--- config.mk ---
export PLATFORM = sky130hd
export DESIGN_NAME = noc_inject_arbiter
export DESIGN_NICKNAME = d
export VERILOG_FILES = /design/src/rtl/noc_inject_arbiter.sv
export SDC_FILE = /design/constraint.sdc
export NUM_CORES = 1
export LEC_CHECK = 0
export ABC_AREA = 1
export ABC_CLOCK_PERIOD_IN_PS = 3300
export CAP_MARGIN = 20
export CORE_MARGIN = 4
export CORE_UTILIZATION = 40
export CTS_CLUSTER_SIZE = 12
export DETAILED_ROUTE_END_ITERATION = 8
export HOLD_SLACK_MARGIN = 0.02
export PLACE_DENSITY = 0.74
export SETUP_SLACK_MARGIN = 0.4
export SLEW_MARGIN = 20
export SYNTH_ARGS = -nofsm -noshare
export SYNTH_HDL_FRONTEND = slang
export SYNTH_SLANG_ARGS = --single-unit
--- constraint.sdc ---
create_clock -name clk -period 3.3 [get_ports clk]
set_input_delay 0.66 -clock clk [delete_from_list [all_inputs] [get_ports clk]]
set_output_delay 0.66 -clock clk [all_outputs]
set_load 0.03 [all_outputs]
--- src/rtl/noc_inject_arbiter.sv ---
// Round-robin arbiter sharing one ring injection slot among NREQ requesters.
// Latency 1 cycle req_ready->out_valid; slot refills on the same edge it drains.
module noc_inject_arbiter #(
  parameter int PWIDTH = 47,
  parameter int NREQ   = 4,
  parameter int CWIDTH = 16
) (
  input  logic                     clk,
  input  logic                     rst,
  input  logic                     en,
  input  logic [NREQ-1:0]          req_valid,
  input  logic [NREQ*PWIDTH-1:0]   req_data,
  output logic [NREQ-1:0]          req_ready,
  output logic                     out_valid,
  output logic [PWIDTH-1:0]        out_data,
  input  logic                     out_ready,
  output logic [NREQ*CWIDTH-1:0]   grant_cnt,
  output logic                     busy
);

  localparam int PTRW = (NREQ > 1) ? $clog2(NREQ) : 1;

  logic [PTRW-1:0]   ptr;
  logic [PTRW-1:0]   winner;
  logic              found;
  logic              free;
  logic              xfer;
  logic [CWIDTH-1:0] cnt [NREQ];

  function automatic logic [PTRW-1:0] wrap_idx(input logic [PTRW-1:0] base, input int offs);
    int s;
    s = int'(base) + offs;
    if (s >= NREQ) s = s - NREQ;
    return PTRW'(s);
  endfunction

  assign free = !out_valid || out_ready;

  // Search starts at ptr so the requester after the last winner has priority.
  always_comb begin
    found  = 1'b0;
    winner = '0;
    for (int k = 0; k < NREQ; k++) begin
      if (!found && req_valid[wrap_idx(ptr, k)]) begin
        found  = 1'b1;
        winner = wrap_idx(ptr, k);
      end
    end
  end

  always_comb begin
    req_ready = '0;
    if (!rst && en && free && found) req_ready[winner] = 1'b1;
  end

  assign xfer = |(req_valid & req_ready);
  assign busy = out_valid || (|req_valid);

  always_ff @(posedge clk) begin
    if (rst) begin
      out_valid <= 1'b0;
      out_data  <= '0;
      ptr       <= '0;
    end else if (xfer) begin
      out_valid <= 1'b1;
      out_data  <= req_data[int'(winner)*PWIDTH +: PWIDTH];
      ptr       <= wrap_idx(winner, 1);
    end else if (out_ready) begin
      out_valid <= 1'b0;
    end
  end

  for (genvar i = 0; i < NREQ; i++) begin : g_cnt
    always_ff @(posedge clk) begin
      if (rst) begin
        cnt[i] <= '0;
      end else if (req_valid[i] && req_ready[i] && (cnt[i] != {CWIDTH{1'b1}})) begin
        cnt[i] <= cnt[i] + CWIDTH'(1);
      end
    end
    assign grant_cnt[i*CWIDTH +: CWIDTH] = cnt[i];
  end

endmodule
======== Yosys cells after proc, flatten, opt, wreduce, memory -nomap -nowiden ========
Memories as Yosys holds them, arrays and structs flattened.
Cells that the tools add are included.
word-level totals
  register bits ........................... 50
  bits in writable memories ............... 64
  input bits .............................. 196
  output and inout port bits .............. 117
  word-level logic and storage cells ...... 108
  memories ................................ 1
memories
  name  depth  bits a word  rd ports  clocked after memory_dff  wr ports  RTL line  text
  cnt   4      16           4         0                         4         28        logic [CWIDTH-1:0] cnt [NREQ];
cells by class
  add/subtract/negate cells ............... 13
  multipliers ............................. 1
  magnitude comparators ................... 11
  equal/unequal tests ..................... 4
  shifts and indexed selects .............. 1
  muxes and demuxes ....................... 44
  bitwise logic cells ..................... 5
  reduce and logical (&&, ||, !) cells .... 25
operators by type and width
  kind                   number
  $shiftx 188x9->47      1
  $add 16x1->16 const B  4
  $mux 16                4
  $ne 16x16->1 const B   4
  $mux 1                 25
  $mux 2                 9
  $logic_and 1x1->1      15
  $lt 2x3->1 const B     5
  $ge 3x3->1 const B     4
  $sub 2x1->2 const B    5
  $bmux 1 s2             4
  $mul 2x6->8 const B    1
  $reduce_or 4->1        2
  $add 2x1->3 const B    2
  $add 2x2->3 const B    2
  $logic_not 1->1        5
  $and 4x4->4            1
  $mux 4                 1
  $or 1x1->1             4
  $ge 2x3->1 const B     1
  $demux 1 s2            1
  $ge 2x1->1 const B     1
  $logic_or 1x1->1       2
  $reduce_bool 2->1      1

======== Longest topological paths before layout ========
Gate-level depths: netlist (run 1).
  word-level depth ........................ 25
  gate-level depth with buffers ........... 18
  gate-level depth less buffers ........... 16

======== Least setup slack after synthesis (run 1) ========
Ideal clock, no wire load.
  kind .................................... input -> register
  start ................................... input req_valid[1]
  end ..................................... memory cnt[1][0] (enable)
  library setup time ...................... 372 ps
  data arrival time ....................... 2567 ps
  required time ........................... 2928 ps
  slack ................................... 362 ps
  stages .................................. 14
  buffers on the path ..................... 1
  cell sequence ........................... inv_1 > nand2_1 > nand3_1 > nand2_1 > nand2_2 > nand2_2 > nand2_4 > nand3_4 > inv_4 > nand2_1 > nor2_2 > o21ai_2 > buf_6 > nand2_1
RTL lines
  element             RTL line  text
  start: declaration  11        input logic [NREQ-1:0] req_valid,
  end: declaration    28

======== Worst setup path after layout (run 1) ========
  start ................................... input req_valid[3]
  end ..................................... output req_ready[1]
on the way
  word-level cells in the longest chain between the ends .. 17
  elaborated cells on any way between the ends .. 29
  classes of those cells .................. 2 x order compare; 19 x mux; 8 x reduce/logical
ends and longest elaborated chain
  element                                                                RTL line  text
  $bmux 1 s2                                                             44        if (!found && req_valid[wrap_idx(ptr, k)]) begin
  $mux 1 (implied by the code)                                           44
  $mux 1                                                                 44
  $logic_not 1->1                                                        44
  $logic_and 1x1->1                                                      44
  $mux 1                                                                 44
  $logic_not 1->1                                                        44
  $logic_and 1x1->1                                                      44
  $mux 1                                                                 44
  $logic_not 1->1                                                        44
  $logic_and 1x1->1                                                      44
  $mux 2                                                                 44
  $lt 2x3->1 (implied by the code) / $ge 2x1->1 (equally long branches)  53        if (!rst && en && free && found) req_ready[winner] = 1'b1;
  $logic_and 1x1->1 (implied by the code)                                53
  $mux 1 (implied by the code)                                           53
  $demux 1 s2                                                            53
  $mux 4 (*)                                                             53
  end: declaration                                                       13        output logic [NREQ-1:0] req_ready,
Every way passes the cells marked *; elsewhere a longest branch is shown, timed or not. The select of a mux whose other input is x is not followed.

==> out/qor.csv, run 1 <==
metric;value;unit
outcome;complete, no violations;
YS warnings;0;
Placer Congestion;0.824;
latest clock arrival within the worst-skew pair;0.41;ns
fin nets;1613;
reg-to-reg slack, setup;0.81;ns
row count;49;
register area share after synthesis;39.8;%
synth top area cells;edfxtp_1 26%, nand2_1 24%, dfxtp_1 14%;
Min-Delay Path Depth;2;
Worst path top cell family by delay;simple AND/OR/NAND/NOR gates;
syn nets;1301;
CP Data Required Time;2.64;ns
post-synthesis cell count;1101;
LEAKAGE;5.15;nW
Die X;143;um
Synth Area per Inst;6.66;um^2
pin count of the biggest net entering global routing;94;
Max-Cap Viols;0;
chip height;143;um
cts hold-fix bufs;0;
total negative setup slack;0;ns
die footprint;0.0206;mm^2
top achievable clock speed;356;MHz
Final ANT Viol Nets;0;
CTS Buf Count;17;
Yosys top cell area share;26.2;%
Placement Setup Slack;0.141;ns
Min-Delay Endpoint;out_data[42];
CP max stage delay;0.27;ns
Max VDD drop;0.000368;V
worst-path cell chain;dlygate4sd2_1 > inv_2 > nand2_1 > nand2_1 > nand2_1 > nand2_2 > nand3_1 > nor2_2 > buf_4 > nor2_4 > nand2_2 > nor2_4 > buf_6;
total core area;0.0180;mm^2
Synth Cell Area;0.00734;mm^2
Clock Path Buffers;2;
total congestion overflow;0;
final setup fails;0;
Worst Hold Class;flip-flop to flip-flop;
Slew Viols, Final;0;
Fin. Hold Viols;0;
HP Start;out_data[42];
Worst R2R End;cnt[2][11];
Root Buffer;clkbuf_16;
final wirelength;24300;um
CP endpoint kind;output pin;
commonest cells after routing, fill and taps aside;467 x nand2_1, 303 x clkdlybuf4s50_1, 167 x nor2_1, 72 x inv_1, 66 x nand3_1;
Clock Skew;0.00733;ns
PD cells;479;mW/mm^2
Final period util;85.1;%
WS Path Type;input pin to output pin;
Reg-to-Reg Start;cnt[2][0];
Startpoint Class;input pin;
worst hold slack;0.485;ns
Max Fanout on Critical Path;4;
Avg WL per Cell;14.7;um
IO Count;313;
Worst EP arrival;2.15;ns
initial antenna violation count;1;
Min Clock Period, post-route;2.81;ns
slowest cell on the critical path;dlygate4sd2_1;
DRT iter0 DRCs;461;
Layout area overhead;56.5;%
via/cell ratio;4.80;
worst r2r path cells;11;
H-tree Lvls;4;
IO Port Bufs;312;
total track usage;22.8;%
CTS tree;yes;
CTS clk-pin slew, worst paths;0.06;ns
Crit path top cell by count;nand2_1;
footprint of the multi-input gates;0.00387;mm^2
Detailed Place HPWL;17900;um
Sequential Area;0.00293;mm^2
DR pass1 iterations;5;
Synth area leader;edfxtp_1;
RSZ-0062 raised after global routing;false;
commonest non-fill, non-tap cell in the layout;nand2_1;
Remaining DRCs;0;
Slew headroom;69.0;%
Fillers;1629;
actual slew at the worst max-slew pin;0.461;ns
via count;7945;
number of global-route vias before repair;7455;
Setup WS post-layout;0.491;ns
#FFs+latches synth;114;
share of layout cells above drive strength 1;8.49;%
synth unique cells;37;
Initial Utilization;40.7;%
Worst Path Buf+Inv;4;
clock sink count;114;
first-pass GRT wire length;37300;um
-- power by group --
group,switching (mW),leakage [nW],internal [mW]
Combinational,1.07,3.77,0.755
Clock,0.694,0.298,1.27
Sequential,0.0964,1.08,1.62
Total,1.86,5.15,3.65
-- logic make-up after synthesis --
| group | count (synthesis) | synth area share (%) |
|---|---|---|
| and+or+nand+nor | 784 | 44.5 |
| buffers and inverters | 136 | 8.17 |
| DFF | 114 | 39.8 |
| xor gates and xnor gates | 45 | 5.37 |
| AOI/OAI and AO/OA | 18 | 1.42 |
| adders and majority gates | 4 | 0.682 |
-- worst max path at each step --
stage | from | to | slack, ns | cells past startpoint
2_1_floorplan | req_valid[1] | cnt[2][0] | 0.41 | 13
3_3_place_gp | req_valid[3] | busy | 0.15 | 5
3_5_place_dp | req_valid[2] | req_ready[1] | 0.14 | 13
4_1_cts | ptr[0] | req_ready[1] | 0.43 | 12
5_1_grt | req_valid[0] | req_ready[2] | 0.39 | 12
6_report | req_valid[3] | req_ready[1] | 0.49 | 13
-- synthesized netlist by cell type (all sizes together) --
cell type  instances
nand4             37
o21bai             1
nor3b              1
clkinv             2
nor2             180
nand2            480
ha                 4
or2                4
edfxtp            64
xor2              29
a32oi              1
nand3             69
and3               1
nor4               1
o21ai              7
nand3b             2
a21oi              8
inv               80
xnor2             16
buf               38
clkbuf            16
nor3               9
dfxtp             50
a31o               1
-- worst register-to-register path, cell delays in order (launching register included) --
cell	delay, ns
edfxtp_1	0.40
ha_1	0.20
nand3_1	0.13
nor3_1	0.26
nand2_1	0.12
nor2_1	0.19
nand3_1	0.14
nor3_1	0.26
nand4_1	0.15
nand2_2	0.10
buf_4	0.21
a21oi_1	0.07
-- state kept, by name (all words and copies together) (netlist names) --
| register | flops |
|---|---|
| ptr | 2 |
| out_valid | 1 |
| out_data | 47 |
| cnt | 64 |
-- routing by layer --
metal,up-vias,share of wire [%],track usage (%)
li1,4063,-,-
met3,47,7.7,6.72
met1,3576,40,26.8
met4,0,3.4,9.27
met5,-,0,0
met2,259,49,38.9
-- metrics by stage --
step / utilization, % / power (mW) / cells / cell area, um^2
2_1_floorplan: - / 2.82 / 1101 / 7340
3_3_place_gp: 59.3 / 3.50 / 1611 / 10700
3_5_place_dp: 59.3 / 3.51 / 1611 / 10700
4_1_cts: 63.4 / 5.54 / 1652 / 11400
5_1_grt: 63.7 / 5.81 / 1656 / 11500
6_report: 63.7 / 5.50 / 1656 / 11500
-- area by class of cell --
| type | instances | area share [%] |
|---|---|---|
| Multi-Input combinational cell | 851 | 33.7 |
| Antenna cell | 1 | 0.0218 |
| Inverter | 82 | 2.75 |
| Tap cell | 229 | 2.50 |
| Timing Repair Buffer | 347 | 30.0 |
| Sequential cell | 114 | 25.5 |
| Clock inverter | 15 | 1.78 |
| Clock buffer | 17 | 3.71 |
-- repair_timing --
action | 4_1_cts | 5_1_grt
pin swaps | 7 | 5
endpoints found under the setup margin | 5 | 4
buffers inserted | 9 | 3
gates resized for setup | 21 | 9
No activity file was read; power rests on OpenSTA's default activity.
==> run 2: changes to the inputs <==
--- a/config.mk
+++ b/config.mk
@@ -14,8 +14,9 @@
 export DETAILED_ROUTE_END_ITERATION = 8
 export HOLD_SLACK_MARGIN = 0.02
 export PLACE_DENSITY = 0.74
-export SETUP_SLACK_MARGIN = 0.4
+export SETUP_SLACK_MARGIN = 0.2
 export SLEW_MARGIN = 20
 export SYNTH_ARGS = -nofsm -noshare
 export SYNTH_HDL_FRONTEND = slang
 export SYNTH_SLANG_ARGS = --single-unit
+export TNS_END_PERCENT = 30
==> out/qor.csv, run 2 (synthesized netlist as in run 1, its figures left out) <==
metric;value;unit;change
outcome;complete, no violations;;unchanged
commonest non-fill, non-tap cell in the layout;nand2_1;;unchanged
Slew Viols, Final;0;;unchanged
pin count of the biggest net entering global routing;84;;was 94
met3 Usage GRT;7.35;%;was 6.72%
die footprint;0.0206;mm^2;unchanged
actual slew at the worst max-slew pin;0.437;ns;was 0.461 ns
RSZ-0062 raised after global routing;true;;was false
Max VDD drop;0.000364;V;was 0.000368 V
first-pass GRT wire length;36700;um;was 37300 um
Clock Skew;0.00773;ns;was 0.00733 ns
IO Port Bufs;312;;unchanged
Worst Hold Class;flip-flop to flip-flop;;unchanged
number of global-route vias before repair;7249;;was 7455
final wirelength;24500;um;was 24300 um
Largest Register;cnt;;unchanged
cts hold-fix bufs;0;;unchanged
row count;49;;unchanged
top achievable clock speed;320;MHz;was 356 MHz
CTS clk-pin slew, worst paths;0.05;ns;was 0.06 ns
Final ANT Viol Nets;0;;unchanged
GR peak layer;met2;;unchanged
latest clock arrival within the worst-skew pair;0.41;ns;about the same
total congestion overflow;0;;unchanged
Min Clock Period, post-route;3.13;ns;was 2.81 ns
placed cells;1614;;was 1611
chip height;143;um;unchanged
total power;5.55;mW;was 5.50 mW
total track usage;22.6;%;was 22.8%
Setup WS post-layout;0.173;ns;was 0.491 ns
CP max stage delay;0.43;ns;was 0.27 ns
met2 GRT Util;39.2;%;was 38.9%
Clock Path Buffers;2;;unchanged
PD cells;483;mW/mm^2;was 479 mW/mm^2
Max-Cap Viols;0;;unchanged
worst-path cell chain;clkdlybuf4s50_1 > inv_2 > nand2_2 > nand3_2 > nand2_2 > inv_4 > nand3_2 > nor2_2 > nor2_4 > buf_4 > nor3_4 > buf_6;;was dlygate4sd2_1 > inv_2 > nand2_1 > nand2_1 > nand2_1 > nand2_2 > nand3_1 > nor2_2 > buf_4 > nor2_4 > nand2_2 > nor2_4 > buf_6
Initial Utilization;40.7;%;unchanged
Worst EP arrival;2.47;ns;was 2.15 ns
DR pass1 iterations;5;;unchanged
Fin. Hold Viols;0;;unchanged
Root Buffer;clkbuf_16;;unchanged
fin nets;1610;;was 1613
via count;7908;;was 7945
met1 Track Usage GR;25.9;%;was 26.8%
final cell count without fillers;1653;;was 1656
Max Fanout on Critical Path;4;;unchanged
initial antenna violation count;2;;was 1
CTS Buf Count;17;;unchanged
Die X;143;um;unchanged
Slew headroom;70.7;%;was 69.0%
final setup fails;0;;unchanged
Startpoint Class;input pin;;unchanged
Detailed Place HPWL;18100;um;was 17900 um
Largest regs;cnt (64), out_data (47), ptr (2);;unchanged
slowest cell on the critical path;clkdlybuf4s50_1;;was dlygate4sd2_1
Placer Congestion;0.869;;was 0.824
clock sink count;114;;unchanged
via/cell ratio;4.78;;was 4.80
commonest cells after routing, fill and taps aside;466 x nand2_1, 304 x clkdlybuf4s50_1, 167 x nor2_1, 71 x inv_1;;was 467 x nand2_1, 303 x clkdlybuf4s50_1, 167 x nor2_1, 72 x inv_1, 66 x nand3_1
CTS tree;yes;;unchanged
Worst path top cell family by delay;buffers and inverters;;was simple AND/OR/NAND/NOR gates
total negative setup slack;0;ns;unchanged
max reg flops;64;;unchanged
Remaining DRCs;0;;unchanged
DRT iter0 DRCs;408;;was 461
Placement Setup Slack;0.0938;ns;was 0.141 ns
Avg WL per Cell;14.8;um;was 14.7 um
H-tree Lvls;4;;unchanged
Layout area overhead;56.7;%;was 56.5%
IO Count;313;;unchanged
share of layout cells above drive strength 1;8.36;%;was 8.49%
CP endpoint kind;output pin;;unchanged
WS Path Type;input pin to output pin;;unchanged
Final period util;94.8;%;was 85.1%
worst hold slack;0.480;ns;was 0.485 ns
total core area;0.0180;mm^2;unchanged
LEAKAGE;5.17;nW;was 5.15 nW
CP Data Required Time;2.64;ns;about the same
Worst Path Buf+Inv;5;;was 4
-- run 2: area by class of cell --
type,instances,area [um^2]
diodes,1,2.50
clock buffers,18,429
clock inverters,14,210
fillers,1633,6530
flip-flops and latches,114,2920
repair buffers,344,3450
multi-input cells,851,3880
well taps,229,287
inverters,82,313
-- run 2: tightest hold or removal path, stage by stage (launching register included) --
cell,delay (ns)
dfxtp_1,0.32
nor2_1,0.04
nor2_1,0.08
-- run 2: path summary, 6_finish.rpt --
check,endpoint,slack [ns],start,cells past startpoint
setup / recovery,req_ready[3],0.17,req_valid[1],12
hold / removal,out_data[16],0.48,out_data[16],2
setup reg to reg,cnt[3][14],0.73,ptr[0],15
hold reg to reg,out_data[16],0.48,out_data[16],2
-- run 2: stage by stage --
step                util [%]  cell area, um^2
floorplan                  -             7340
global placement        59.4            10700
detailed placement      59.4            10700
CTS                     63.0            11300
global route            63.8            11500
finish                  63.8            11500
-- run 2: routing by layer --
metal  vias up  share of wire [%]  routed length (um)
li1       4063                  -                   -
met1      3511                 38                9410
met5         -              0.049                  12
met3        43                8.3                2030
met2       289                 50               12200
met4         2                3.2                 772
-- run 2: power by group --
| part | total [mW] | internal (mW) | switching (mW) |
|---|---|---|---|
| logic | 1.82 | 0.751 | 1.07 |
| clock network | 2.01 | 1.34 | 0.669 |
| registers | 1.72 | 1.62 | 0.0998 |
-- run 2: what timing repair did --
| item | in CTS | in global routing |
|---|---|---|
| buffers inserted | 0 | 6 |
| setup endpoints to repair | 5 | 4 |
| gates resized for setup | 2 | 27 |
| pin swaps | 0 | 5 |
==> run 3: changes to the inputs <==
--- a/config.mk
+++ b/config.mk
@@ -12,6 +12,7 @@
 export CORE_UTILIZATION = 40
 export CTS_CLUSTER_SIZE = 12
 export DETAILED_ROUTE_END_ITERATION = 8
+export GPL_TIMING_DRIVEN = 1
 export HOLD_SLACK_MARGIN = 0.02
 export PLACE_DENSITY = 0.74
 export SETUP_SLACK_MARGIN = 0.2
==> results of run 3 <==
The final DEF is identical to that of run 2; final timing and power are the same.
